--- src/rtl/decoder_2_4_pkg.sv ---
// Shared widths for the 1:2 / 2:4 decoders, the output register stage
// and the 8-way cascade built from them.
package decoder_2_4_pkg;

  localparam int SEL2_W = 1;
  localparam int SEL4_W = 2;
  localparam int OUT2_W = 2;
  localparam int OUT4_W = 4;

  localparam int SEL8_W = SEL2_W + SEL4_W;
  localparam int OUT8_W = OUT2_W * OUT4_W;

  localparam int REG_W  = OUT2_W + OUT4_W;

endpackage : decoder_2_4_pkg

--- src/rtl/decoder_2_4_if.sv ---
// Bundle of enable, selects and decoded outputs shared by the decoder top
// and whoever drives it.
interface decoder_2_4_if;
  import decoder_2_4_pkg::*;

  logic              en;
  logic [SEL2_W-1:0] in2;
  logic [SEL4_W-1:0] in4;
  logic [OUT2_W-1:0] out2;
  logic [OUT4_W-1:0] out4;
  logic [OUT2_W-1:0] out2_q;
  logic [OUT4_W-1:0] out4_q;

  modport master (
    output en,
    output in2,
    output in4,
    input  out2,
    input  out4,
    input  out2_q,
    input  out4_q
  );

  modport slave (
    input  en,
    input  in2,
    input  in4,
    output out2,
    output out4,
    output out2_q,
    output out4_q
  );

endinterface : decoder_2_4_if

--- src/rtl/decode_reg.sv ---
// Width-parameterised output register, loads every rising edge and clears
// asynchronously on reset.
module decode_reg #(
  parameter int W = 4
) (
  input  logic         clk,
  input  logic         reset,
  input  logic [W-1:0] d,
  output logic [W-1:0] q
);

  logic [W-1:0] data_d;
  logic [W-1:0] data_q;

  always_comb begin
    data_d = d;
  end

  // Reset wins over a coincident clock edge.
  always_ff @(posedge clk or posedge reset) begin
    if (reset) begin
      data_q <= '0;
    end else begin
      data_q <= data_d;
    end
  end

  assign q = data_q;

endmodule : decode_reg

--- src/rtl/decoder_2.sv ---
// Combinational 1:2 one-hot decoder; all outputs low when en is low.
module decoder_2
  import decoder_2_4_pkg::*;
(
  input  logic              en,
  input  logic [SEL2_W-1:0] in,
  output logic [OUT2_W-1:0] out
);

  generate
    for (genvar gi = 0; gi < OUT2_W; gi++) begin : g_bit
      assign out[gi] = en & (in == SEL2_W'(gi));
    end
  endgenerate

endmodule : decoder_2

--- src/rtl/decoder_4.sv ---
// Combinational 2:4 one-hot decoder; all outputs low when en is low.
module decoder_4
  import decoder_2_4_pkg::*;
(
  input  logic              en,
  input  logic [SEL4_W-1:0] in,
  output logic [OUT4_W-1:0] out
);

  generate
    for (genvar gi = 0; gi < OUT4_W; gi++) begin : g_bit
      assign out[gi] = en & (in == SEL4_W'(gi));
    end
  endgenerate

endmodule : decoder_4

--- src/rtl/decoder_2_4.sv ---
// Top: one 1:2 and one 2:4 decoder sharing an enable, with an optional
// single register stage behind both combinational outputs.
module decoder_2_4
  import decoder_2_4_pkg::*;
#(
  parameter int OUT_REG = 1
) (
  input  logic          clk,
  input  logic          reset,
  decoder_2_4_if.slave  bus
);

  logic [OUT2_W-1:0] out2;
  logic [OUT4_W-1:0] out4;

  decoder_2 u_dec2 (
    .en  (bus.en),
    .in  (bus.in2),
    .out (out2)
  );

  decoder_4 u_dec4 (
    .en  (bus.en),
    .in  (bus.in4),
    .out (out4)
  );

  assign bus.out2 = out2;
  assign bus.out4 = out4;

  generate
    if (OUT_REG != 0) begin : g_reg
      logic [REG_W-1:0] reg_q;

      decode_reg #(.W(REG_W)) u_reg (
        .clk   (clk),
        .reset (reset),
        .d     ({out2, out4}),
        .q     (reg_q)
      );

      assign bus.out2_q = reg_q[OUT4_W +: OUT2_W];
      assign bus.out4_q = reg_q[OUT4_W-1:0];
    end else begin : g_comb
      // Unregistered build: clock and reset have no load here.
      logic unused_clk_rst;
      assign unused_clk_rst = clk ^ reset;

      assign bus.out2_q = out2;
      assign bus.out4_q = out4;
    end
  endgenerate

endmodule : decoder_2_4

--- src/flat_wrapper.sv ---
// flat-port wrapper written by rule: the top's interface ports become plain ports
module decoder_2_4_flat import decoder_2_4_pkg::*;
#(
  parameter int OUT_REG = 1
)
  (clk, reset, bus_en, bus_in2, bus_in4, bus_out2, bus_out4, bus_out2_q, bus_out4_q);
  decoder_2_4_if bus_i ();
  input  logic clk;
  input  logic reset;
  input wire logic [$bits(bus_i.en)-1:0] bus_en;
  input wire logic [$bits(bus_i.in2)-1:0] bus_in2;
  input wire logic [$bits(bus_i.in4)-1:0] bus_in4;
  output wire logic [$bits(bus_i.out2)-1:0] bus_out2;
  output wire logic [$bits(bus_i.out4)-1:0] bus_out4;
  output wire logic [$bits(bus_i.out2_q)-1:0] bus_out2_q;
  output wire logic [$bits(bus_i.out4_q)-1:0] bus_out4_q;
  assign bus_i.en = bus_en;
  assign bus_i.in2 = bus_in2;
  assign bus_i.in4 = bus_in4;
  assign bus_out2 = bus_i.out2;
  assign bus_out4 = bus_i.out4;
  assign bus_out2_q = bus_i.out2_q;
  assign bus_out4_q = bus_i.out4_q;
  decoder_2_4 #(.OUT_REG(OUT_REG)) u_core (.clk(clk), .reset(reset), .bus(bus_i));
endmodule
--- config.mk ---
export PLATFORM = sky130hd
export DESIGN_NAME = decoder_2_4_flat
export DESIGN_NICKNAME = d
export VERILOG_FILES = /design/src/rtl/decoder_2_4_pkg.sv /design/src/rtl/decoder_2_4_if.sv /design/src/rtl/decode_reg.sv /design/src/rtl/decoder_2.sv /design/src/rtl/decoder_4.sv /design/src/rtl/decoder_2_4.sv /design/src/flat_wrapper.sv
export SDC_FILE = /design/constraint.sdc
export NUM_CORES = 1
export LEC_CHECK = 0
export CAP_MARGIN = 10
export CORE_AREA = 2 2 39 41
export CTS_CLUSTER_DIAMETER = 200
export DETAILED_ROUTE_END_ITERATION = 10
export DIE_AREA = 0 0 41 43
export SETUP_SLACK_MARGIN = 0.05
export SYNTH_ARGS = -nofsm -noshare
export SYNTH_HDL_FRONTEND = slang
export SYNTH_SLANG_ARGS = --single-unit
--- constraint.sdc ---
create_clock -name clk -period 1 [get_ports clk]
set_input_delay 0.3 -clock clk [delete_from_list [all_inputs] [get_ports clk]]
set_output_delay 0.3 -clock clk [all_outputs]
set_load 0.03 [all_outputs]
# [Yosys cells after proc, flatten, opt, wreduce, memory -nomap -nowiden]
# Index checks and enable logic that the tools add are counted.
[op_classes] n_eq_ne=3 bitwise=7 reduce_logical=1
[ops] cell="1-bit AND" count=6
[ops] cell="2-bit == test (second input constant)" count=2
[ops] cell="2-bit by 1-bit == test with 1-bit output (second input constant)" count=1
[ops] cell="2-bit logical NOT" count=1
[ops] cell="1-bit inverter" count=1
[totals] reg_bits=6 inputBits=6 out_inout_bits=12 word_cells=12

# [Depth between registers and ports, before layout]
# Gate-level depths: netlist (run 1).
[logic_depth] word_depth=2 depth_mapped=1 depth_no_buf=1

# [Modules after synthesis]
# A second synthesis (run 1) with hierarchy kept.
[unflattened] cells_unflattened=13 area_unflattened_um2=207.7
[modules_own_cells] module="decode_reg" instances=1 cells_per_inst=7 area_each_um2=153.9
[modules_own_cells] module="decoder_4" instances=1 cells_per_inst=4 area_each_um2=37.5
[modules_own_cells] module="decoder_2" instances=1 cells_per_inst=2 area_each_um2=16.3

# [Least setup slack after synthesis (run 1)]
# No wires, ideal clock.
[synth_path] path_type="input to output" start="in bus_en" end="out bus_out2[0]" arrival_time_ns=0.781 required_ns=0.700 setup_slack_ns=-0.081 path_stages=1 path_buffers=0 path_cell_list="nor2b_1"
[synth_via] elab_chain_len=1
[synth_lines] item="start: declaration" line="flat_wrapper.sv:10" source="input wire logic [$bits(bus_i.en)-1:0] bus_en;"
[synth_lines] item="1-bit AND" line="decoder_2.sv:12" source="assign out[gi] = en & (in == SEL2_W'(gi));"
[synth_lines] item="end: declaration" line="flat_wrapper.sv:13" source="output wire logic [$bits(bus_i.out2)-1:0] bus_out2;"
# No other way between the ends.

# [Worst setup path after layout (run 1)]
[layout_path] start="in bus_in4[1]" end="out bus_out4[1]"
[layout_via] elab_chain_len=2
[layout_lines] item="start: declaration" line="flat_wrapper.sv:12" source="input wire logic [$bits(bus_i.in4)-1:0] bus_in4;"
[layout_lines] item="2-bit by 1-bit == test with 1-bit output" line="decoder_4.sv:12" source="assign out[gi] = en & (in == SEL4_W'(gi));"
[layout_lines] item="1-bit AND" line="decoder_4.sv:12"
[layout_lines] item="end: declaration" line="flat_wrapper.sv:14" source="output wire logic [$bits(bus_i.out4)-1:0] bus_out4;"
# No other way between the ends.

==> run_results.csv, run 1 <==
group,metric,value,unit
detailed_routing,vias,212,
finish,n_antenna_cell,0,
critical_path,cp_top_family,"simple AND/OR/NAND/NOR gates",
place,portBuffers,17,
pwr,leakagePower,0.278,nW
worst_hold_path,hold_class,"primary input to flop",
clock_tree,clkTransAtPathRegs,0.04,ns
finish,mostFrequentLayoutCell,"buf_6",
status,violations,"setup timing",
detailed_routing,highest_layer,"met4",
detailed_routing,drc,0,
detailed_routing,dr_wl_met3,89,um
timing,maxSlewHeadroom,86.5,%
yosys,synth-seq-area-share,73.6,%
pwr,power_density,1220,nW/um^2
critical_path,worst_path_max_delay_cell,"and3b_2",
detailed_routing,m1WireLength,198,um
critical_path,crit_chain,"buf_8, and3b_2, buf_6",
detailed_routing,dr.pass1.iters,1,
timing,period_needed,1.08,ns
status,status,"complete, but fails checks",
global_routing,grt_pass1_vias,233,
global_routing,grt_usage,8.84,%
yosys,synth.distinct_cells,7,
yosys,yosysWarningCount,0,
pwr,irDropWorstVdd,480,uV
critical_path,crit_type,"primary input to output pin",
critical_path,cp-end-kind,"output pin",
timing,max_freq,927,MHz
critical_path,cp_max_fo,4,
global_routing,grt_pass1_wl,931,um
timing,finalSetupTns,-0.503,ns
floorplanning,start_util,14.7,%
finish,mostFrequentLayoutCells,"12 x buf_6, 7 x buf_4, 6 x dfrtp_1, 4 x buf_8, 3 x clkbuf_4",
clock_tree,clock_path_buffers,2,
finish,largest_reg_flops,6,
critical_path,required,0.70,ns
yosys,avgSynthCellArea,15.7,sq um
timing,post-route-period-util,108,%
place,place_congestion,0.656,
critical_path,arrival,0.78,ns
finish,syn_to_final_growth,156,%
timing,rsz0062_at_grt,"true",
detailed_routing,ant_nets,0,
clock_tree,cts_sinks,6,
critical_path,worst-path-buf-inv,2,
finish,nets,48,
yosys,syn_nets,19,
timing,worst_slack,-0.0784,ns
global_routing,antenna_found_initial,0,
timing,setup_viol,10,
clock_tree,root_buffer,"clkbuf_4",
clock_tree,cts_tree,"done",
detailed_routing,wirelength,592,um
detailed_routing,vias_per_cell,3.79,
detailed_routing,first_iter_violations,0,
detailed_routing,wl_per_cell,10.6,um
floorplanning,core_area,1380,sq um
floorplanning,rows,14,
timing,tightest_slew,0.202,ns
run,cap_viol_max_count,0,
floorplanning,die_x,41,um
finish,nFillCells,144,
floorplanning,boundaryPins,18,
finish,drive_above_1_share,80.0,%
floorplanning,die_area,1760,sq um
timing,final_max_slew_viol_count,0,
critical_path,start_kind,"primary input",
critical_path,cpPeakStageDelay,0.24,ns
floorplanning,die_h,43,um
yosys,ys_ff_latch,6,
detailed_routing,route.met2.wl,272,um
timing,finalHoldViolations,0,
place,dp_slack,-0.559,ns
clock_tree,cts_buffers,3,
yosys,netlist_area,204,sq um
yosys,synthCells,13,
timing,fin_hold_ws,0.230,ns
global_routing,grt_max_degree,7,
global_routing,grt_overflow_total,0,
clock_tree,cts.htree.levels,1,
[final cells by class]
type / instances / area [sq um] / area share, %
multi-input cells: 6 / 68.8 / 13.2
well taps: 16 / 20.0 / 3.83
clock buffers: 3 / 22.5 / 4.31
flip-flops and latches: 6 / 150 / 28.7
inverters: 1 / 3.75 / 0.718
repair buffers: 24 / 258 / 49.3
[power by group]
part	switching, W	internal [W]	total, W	leakage, nW
combinational	0.0000778	0.0000923	0.000170	0.185
clock	0.0000723	0.000135	0.000207	0.0138
sequential	0.00000461	0.000254	0.000259	0.0796
total	0.000155	0.000481	0.000636	0.278
[synth_stat cells]
cell type / number / share of area, %
and2_1: 1 / 3.1
and3_2: 1 / 3.7
and3b_1: 2 / 8.6
dfrtp_1: 6 / 74
inv_1: 1 / 1.8
nor2b_1: 1 / 3.1
nor3b_2: 1 / 6.1
[per-stage QoR]
stage	total power, W	utilization (%)	area (sq um)	std cells
floorplan	0.000322	-	215	13
global placement	0.000385	27.7	383	47
detailed placement	0.000387	27.7	383	47
CTS	0.000643	37.0	512	55
global route	0.000662	37.8	523	56
finish	0.000636	37.8	523	56
[metal layers]
metal / up-vias / track usage [%]
met5: - / 0
met4: 0 / 10.0
met3: 4 / 4.19
met2: 20 / 12.8
met1: 91 / 7.69
li1: 97 / -
[cell families after synthesis]
group         synth area share [%]
buf+inv                       1.84
simple gates                  24.5
flops                         73.6
[what timing repair did]
action,4_1_cts,5_1_grt
setup buffers,5,1
endpoints found under the hold margin,0,0
hold buffers,0,0
pin swaps,4,1
resized for setup,40,1
setup endpoints to repair,14,12
[path summary, 6_finish.rpt]
kind,start,end,cells after the start
min in group asynchronous,reset,u_core.g_reg.u_reg.q[2],2
min,bus_in4[1],u_core.g_reg.u_reg.q[0],2
max,bus_in4[1],bus_out4[1],3
max in group asynchronous,reset,u_core.g_reg.u_reg.q[1],2
Power figures use the tool's default switching activity.
==> run 2, diff against run 1 <==
==> constraint.sdc (replaced) <==
create_clock -name clk -period 1 [get_ports clk]
set_input_delay 0.15 -clock clk [delete_from_list [all_inputs] [get_ports clk]]
set_output_delay 0.15 -clock clk [all_outputs]
set_load 0.03 [all_outputs]
==> run 2 against run 1 <==
Against the previous run: the run now ends clean; final area fell by 10%; clock-buffer cell count did not move; worst setup slack improved by 0.17 ns; global-route usage fell by 0.36 points; die area did not move; sequential share of layout area rose by 3.3 points; cell count rose by 3.6%; utilization fell by 3.9 points; critical path type is now flop to output pin.
==> run_results.csv, run 2 (synthesis gave the netlist of run 1 again) <==
group,metric,value,unit
status,status,"complete, no violations",
clock_tree,clkTransAtPathRegs,0.04,ns
finish,final_cells,58,
floorplanning,die_area,1760,sq um
global_routing,busiest_layer,"met2",
pwr,power_density,1300,nW/um^2
floorplanning,boundaryPins,18,
clock_tree,cts_buffers,3,
global_routing,grt_pass1_wl,910,um
pwr,irDropWorstVdd,384,uV
finish,drive_above_1_share,73.8,%
global_routing,met3_usage,6.28,%
pwr,power.internal,0.000459,W
critical_path,cp_top_family,"flip-flops",
timing,maxSlewHeadroom,86.6,%
critical_path,arrival,0.76,ns
finish,mostFrequentLayoutCell,"buf_4",
floorplanning,core_area,1380,sq um
place,dp_cells,52,
critical_path,cp_max_fo,1,
floorplanning,start_util,14.7,%
worst_hold_path,hold_class,"primary input to asynchronous set/reset pin",
finish,mostFrequentLayoutCells,"17 x buf_4, 6 x dfrtp_1, 4 x buf_6, 3 x clkbuf_4, 2 x clkbuf_2",
global_routing,antenna_found_initial,0,
finish,nets,50,
timing,post-route-period-util,91.0,%
clock_tree,clock_path_buffers,2,
critical_path,cpPeakStageDelay,0.36,ns
timing,max_freq,1100,MHz
pwr,combPwrFrac,23.7,%
timing,setup_viol,0,
timing,finalHoldViolations,0,
finish,syn_to_final_growth,130,%
run,cap_viol_max_count,0,
detailed_routing,wirelength,511,um
finish,n_antenna_cell,0,
timing,rsz0062_at_grt,"false",
critical_path,crit_chain,"buf_4",
critical_path,crit_type,"flop to output pin",
floorplanning,die_x,41,um
finish,largest_reg_flops,6,
detailed_routing,wl_per_cell,8.81,um
pwr,switching_share,24.9,%
clock_tree,cts_tree,"done",
detailed_routing,vias_per_cell,3.57,
pwr,p_switching,0.000152,W
detailed_routing,dr.pass1.iters,1,
timing,period_needed,0.910,ns
detailed_routing,ant_nets,0,
critical_path,cp-end-kind,"output pin",
critical_path,worst-path-buf-inv,1,
global_routing,met1_usage,8.52,%
place,portBuffers,17,
floorplanning,rows,14,
detailed_routing,drc,0,
global_routing,use_met2,10.6,%
clock_tree,root_buffer,"clkbuf_4",
floorplanning,die_h,43,um
global_routing,grt_pass1_vias,234,
timing,finalSetupTns,0,ns
detailed_routing,vias,207,
critical_path,required,0.85,ns
clock_tree,cts.htree.levels,1,
global_routing,grt_max_degree,7,
pwr,clkPwrFrac,34.2,%
global_routing,grt_usage,8.48,%
pwr,leakagePower,0.266,nW
global_routing,grt_overflow_total,0,
timing,tightest_slew,0.201,ns
critical_path,start_kind,"flop",
clock_tree,cts_sinks,6,
pwr,p_seq_share,42.1,%
clock_tree,hold_buffers,0,
place,place_congestion,0.688,
timing,final_max_slew_viol_count,0,
detailed_routing,first_iter_violations,0,
finish,utilization,33.9,%
critical_path,worst_path_max_delay_cell,"dfrtp_1",
-- run 2: cell count changes in the layout (fill, tap and decap cells not counted), sizes merged --
cell,before,now
clkdlybuf4s15,0,1
buf,23,21
dlygate4sd2,0,1
clkbuf,3,5
-- run 2: area by class of cell --
cell class | instances | area [sq um]
Tap cell | 16 | 20.0
Timing Repair Buffer | 26 | 213
Inverter | 1 | 3.75
Sequential cell | 6 | 150
Fill cell | 146 | 915
Multi-Input combinational cell | 6 | 60.1
Clock buffer | 3 | 22.5
-- run 2: repair_timing --
| item | 4_1_cts | 5_1_grt |
|---|---|---|
| cloned | 0 | 0 |
| resized for setup | 13 | 4 |
| pin swaps | 0 | 0 |
| setup buffers | 3 | 0 |
| endpoints found under the setup margin | 6 | 5 |
-- run 2: metal layers --
layer	vias up	share of wire, %	wire length (um)
met5	-	0	0
met4	0	0	0
met3	0	17	88
met2	18	42	216
met1	87	40	206
li1	102	-	-
-- run 2: path summary, 6_finish.rpt --
path | startpoint | to | slack, ns | cells past startpoint
max in group asynchronous | reset | u_core.g_reg.u_reg.q[4] | 0.70 | 2
min | reset | u_core.g_reg.u_reg.q[5] | 0.12 | 2
max | u_core.g_reg.u_reg.q[3] | bus_out4_q[3] | 0.09 | 1
min in group clk | bus_en | u_core.g_reg.u_reg.q[5] | 0.32 | 3
-- run 2: per-stage QoR --
step | hold WS (ns) | setup slack (ns) | power, W | area, sq um
after floorplan | -0.0590 | 0.189 | 0.000319 | 204
after global placement | 0.372 | -0.204 | 0.000393 | 409
after detailed placement | 0.374 | -0.251 | 0.000394 | 409
after CTS | 0.124 | 0.0362 | 0.000624 | 477
after global routing | 0.138 | 0.0554 | 0.000660 | 469
final | 0.123 | 0.0902 | 0.000611 | 469
-- run 2: power by group through the flow --
| stage | clock network (W) | registers, W | logic [W] |
|---|---|---|---|
| after floorplan | 0 | 0.000282 | 0.0000375 |
| after global placement | 0 | 0.000260 | 0.000133 |
| after detailed placement | 0 | 0.000260 | 0.000133 |
| after CTS | 0.000220 | 0.000257 | 0.000147 |
| after global routing | 0.000248 | 0.000257 | 0.000156 |
| final | 0.000209 | 0.000257 | 0.000145 |
==> run 3, diff against run 2 <==
--- a/config.mk
+++ b/config.mk
@@ -11,6 +11,7 @@
 export DETAILED_ROUTE_END_ITERATION = 10
 export DIE_AREA = 0 0 41 43
 export SETUP_SLACK_MARGIN = 0.05
+export SKIP_CTS_REPAIR_TIMING = 1
 export SYNTH_ARGS = -nofsm -noshare
 export SYNTH_HDL_FRONTEND = slang
 export SYNTH_SLANG_ARGS = --single-unit
==> run 3 against run 2 <==
Against the previous run: maximum frequency hardly changed; critical endpoint unchanged; global-route usage shrank 0.81 points; utilization shrank 0.54 points; routed wire length increased by 1.4%; cell count is 3.4% lower; critical path depth unchanged; power is 0.92% lower; clock-buffer cell count is the same; first-iteration DRC count did not move.
==> run_results.csv, run 3 (synthesis gave the netlist of run 1 again) <==
group,metric,value,unit
critical_path,crit_type,"flop to output pin",
detailed_routing,vias,198,
critical_path,cp-end-kind,"output pin",
run,cap_viol_max_count,0,
floorplanning,rows,14,
finish,syn_to_final_growth,126,%
floorplanning,die_x,41,um
timing,finalHoldViolations,0,
clock_tree,clkTransAtPathRegs,0.04,ns
timing,fin_hold_ws,0.123,ns
pwr,p_seq_share,42.5,%
global_routing,grt_pass1_wl,800,um
critical_path,path_depth,1,
critical_path,required,0.85,ns
floorplanning,core_area,1380,sq um
timing,maxSlewHeadroom,86.6,%
pwr,switching_share,24.8,%
timing,finalSetupTns,0,ns
global_routing,grt_pass1_vias,203,
detailed_routing,drc,0,
critical_path,crit_end,"bus_out4_q[3]",
finish,n_antenna_cell,0,
clock_tree,cts_tree,"done",
critical_path,cpPeakStageDelay,0.36,ns
detailed_routing,dr.pass1.iters,1,
pwr,clkPwrFrac,34.5,%
finish,final_cells,56,
pwr,power.internal,0.000455,W
timing,rsz0062_at_grt,"false",
detailed_routing,vias_per_cell,3.54,
critical_path,cp_top_family,"flip-flops",
floorplanning,die_area,1760,sq um
finish,nets,48,
global_routing,grt_overflow_total,0,
finish,drive_above_1_share,62.5,%
clock_tree,cts_sinks,6,
clock_tree,cts.htree.levels,1,
place,place_congestion,0.688,
detailed_routing,ant_nets,0,
finish,largest_reg_flops,6,
worst_hold_path,hold_class,"primary input to asynchronous set/reset pin",
clock_tree,cts_buffers,3,
status,status,"complete, no violations",
pwr,p_switching,0.000150,W
global_routing,antenna_found_initial,0,
clock_tree,clock_path_buffers,2,
floorplanning,die_h,43,um
finish,utilization,33.4,%
critical_path,worst_path_max_delay_cell,"dfrtp_1",
pwr,irDropWorstVdd,352,uV
timing,post-route-period-util,91.0,%
finish,mostFrequentLayoutCells,"18 x buf_4, 6 x dfrtp_1, 4 x dlymetal6s2s_1, 3 x clkbuf_4, 2 x and3b_1",
floorplanning,boundaryPins,18,
detailed_routing,wl_per_cell,9.25,um
finish,mostFrequentLayoutCell,"buf_4",
timing,final_max_slew_viol_count,0,
critical_path,worst-path-buf-inv,1,
timing,period_needed,0.910,ns
critical_path,cp_max_fo,1,
timing,max_freq,1100,MHz
floorplanning,start_util,14.7,%
critical_path,timing.critical_path.from,"u_core.g_reg.u_reg.q[3]",
clock_tree,root_buffer,"clkbuf_4",
pwr,power_density,1310,nW/um^2
critical_path,crit_chain,"buf_4",
pwr,leakagePower,0.286,nW
global_routing,grt_usage,7.68,%
timing,tightest_slew,0.201,ns
critical_path,start_kind,"flop",
pwr,combPwrFrac,23.0,%
global_routing,grt_max_degree,7,
critical_path,arrival,0.76,ns
place,portBuffers,17,
detailed_routing,wirelength,518,um
timing,setup_viol,0,
detailed_routing,first_iter_violations,0,
place,dp_cells,52,
run 3: area by class of cell:
cell class,instances,area (sq um)
clock buffers,3,22.5
fillers,150,922
inverters,1,3.75
multi-input cells,6,58.8
flip-flops and latches,6,150
well taps,16,20.0
repair buffers,24,206
run 3: metal layers:
metal	vias up	GRT usage [%]	routed length, um
li1	99	-	-
met1	81	8.20	190
met2	18	8.44	226
met3	0	6.28	101
met4	0	8.00	0
met5	-	0	0
run 3: how the worst min path moves through the flow:
stage / start / endpoint / slack (ns)
2_1_floorplan: reset / u_core.g_reg.u_reg.q[0] / -0.06
3_3_place_gp: reset / u_core.g_reg.u_reg.q[2] / 0.37
3_5_place_dp: reset / u_core.g_reg.u_reg.q[5] / 0.37
4_1_cts: reset / u_core.g_reg.u_reg.q[3] / 0.12
5_1_grt: reset / u_core.g_reg.u_reg.q[1] / 0.14
6_report: reset / u_core.g_reg.u_reg.q[5] / 0.12
run 3: power groups by stage:
stage / Combinational [W] / Sequential [W] / Clock (W)
after CTS: 0.000134 / 0.000257 / 0.000220
final: 0.000139 / 0.000257 / 0.000209
after detailed placement: 0.000133 / 0.000260 / 0
after global placement: 0.000133 / 0.000260 / 0
after global routing: 0.000150 / 0.000257 / 0.000248
after floorplan: 0.0000375 / 0.000282 / 0
run 3: stage by stage:
step	total power (W)	instance area (sq um)	setup WS [ns]
CTS	0.000611	432	-0.255
detailed placement	0.000394	409	-0.251
global placement	0.000393	409	-0.204
global route	0.000654	462	0.0554
finish	0.000605	462	0.0904
floorplan	0.000319	204	0.189
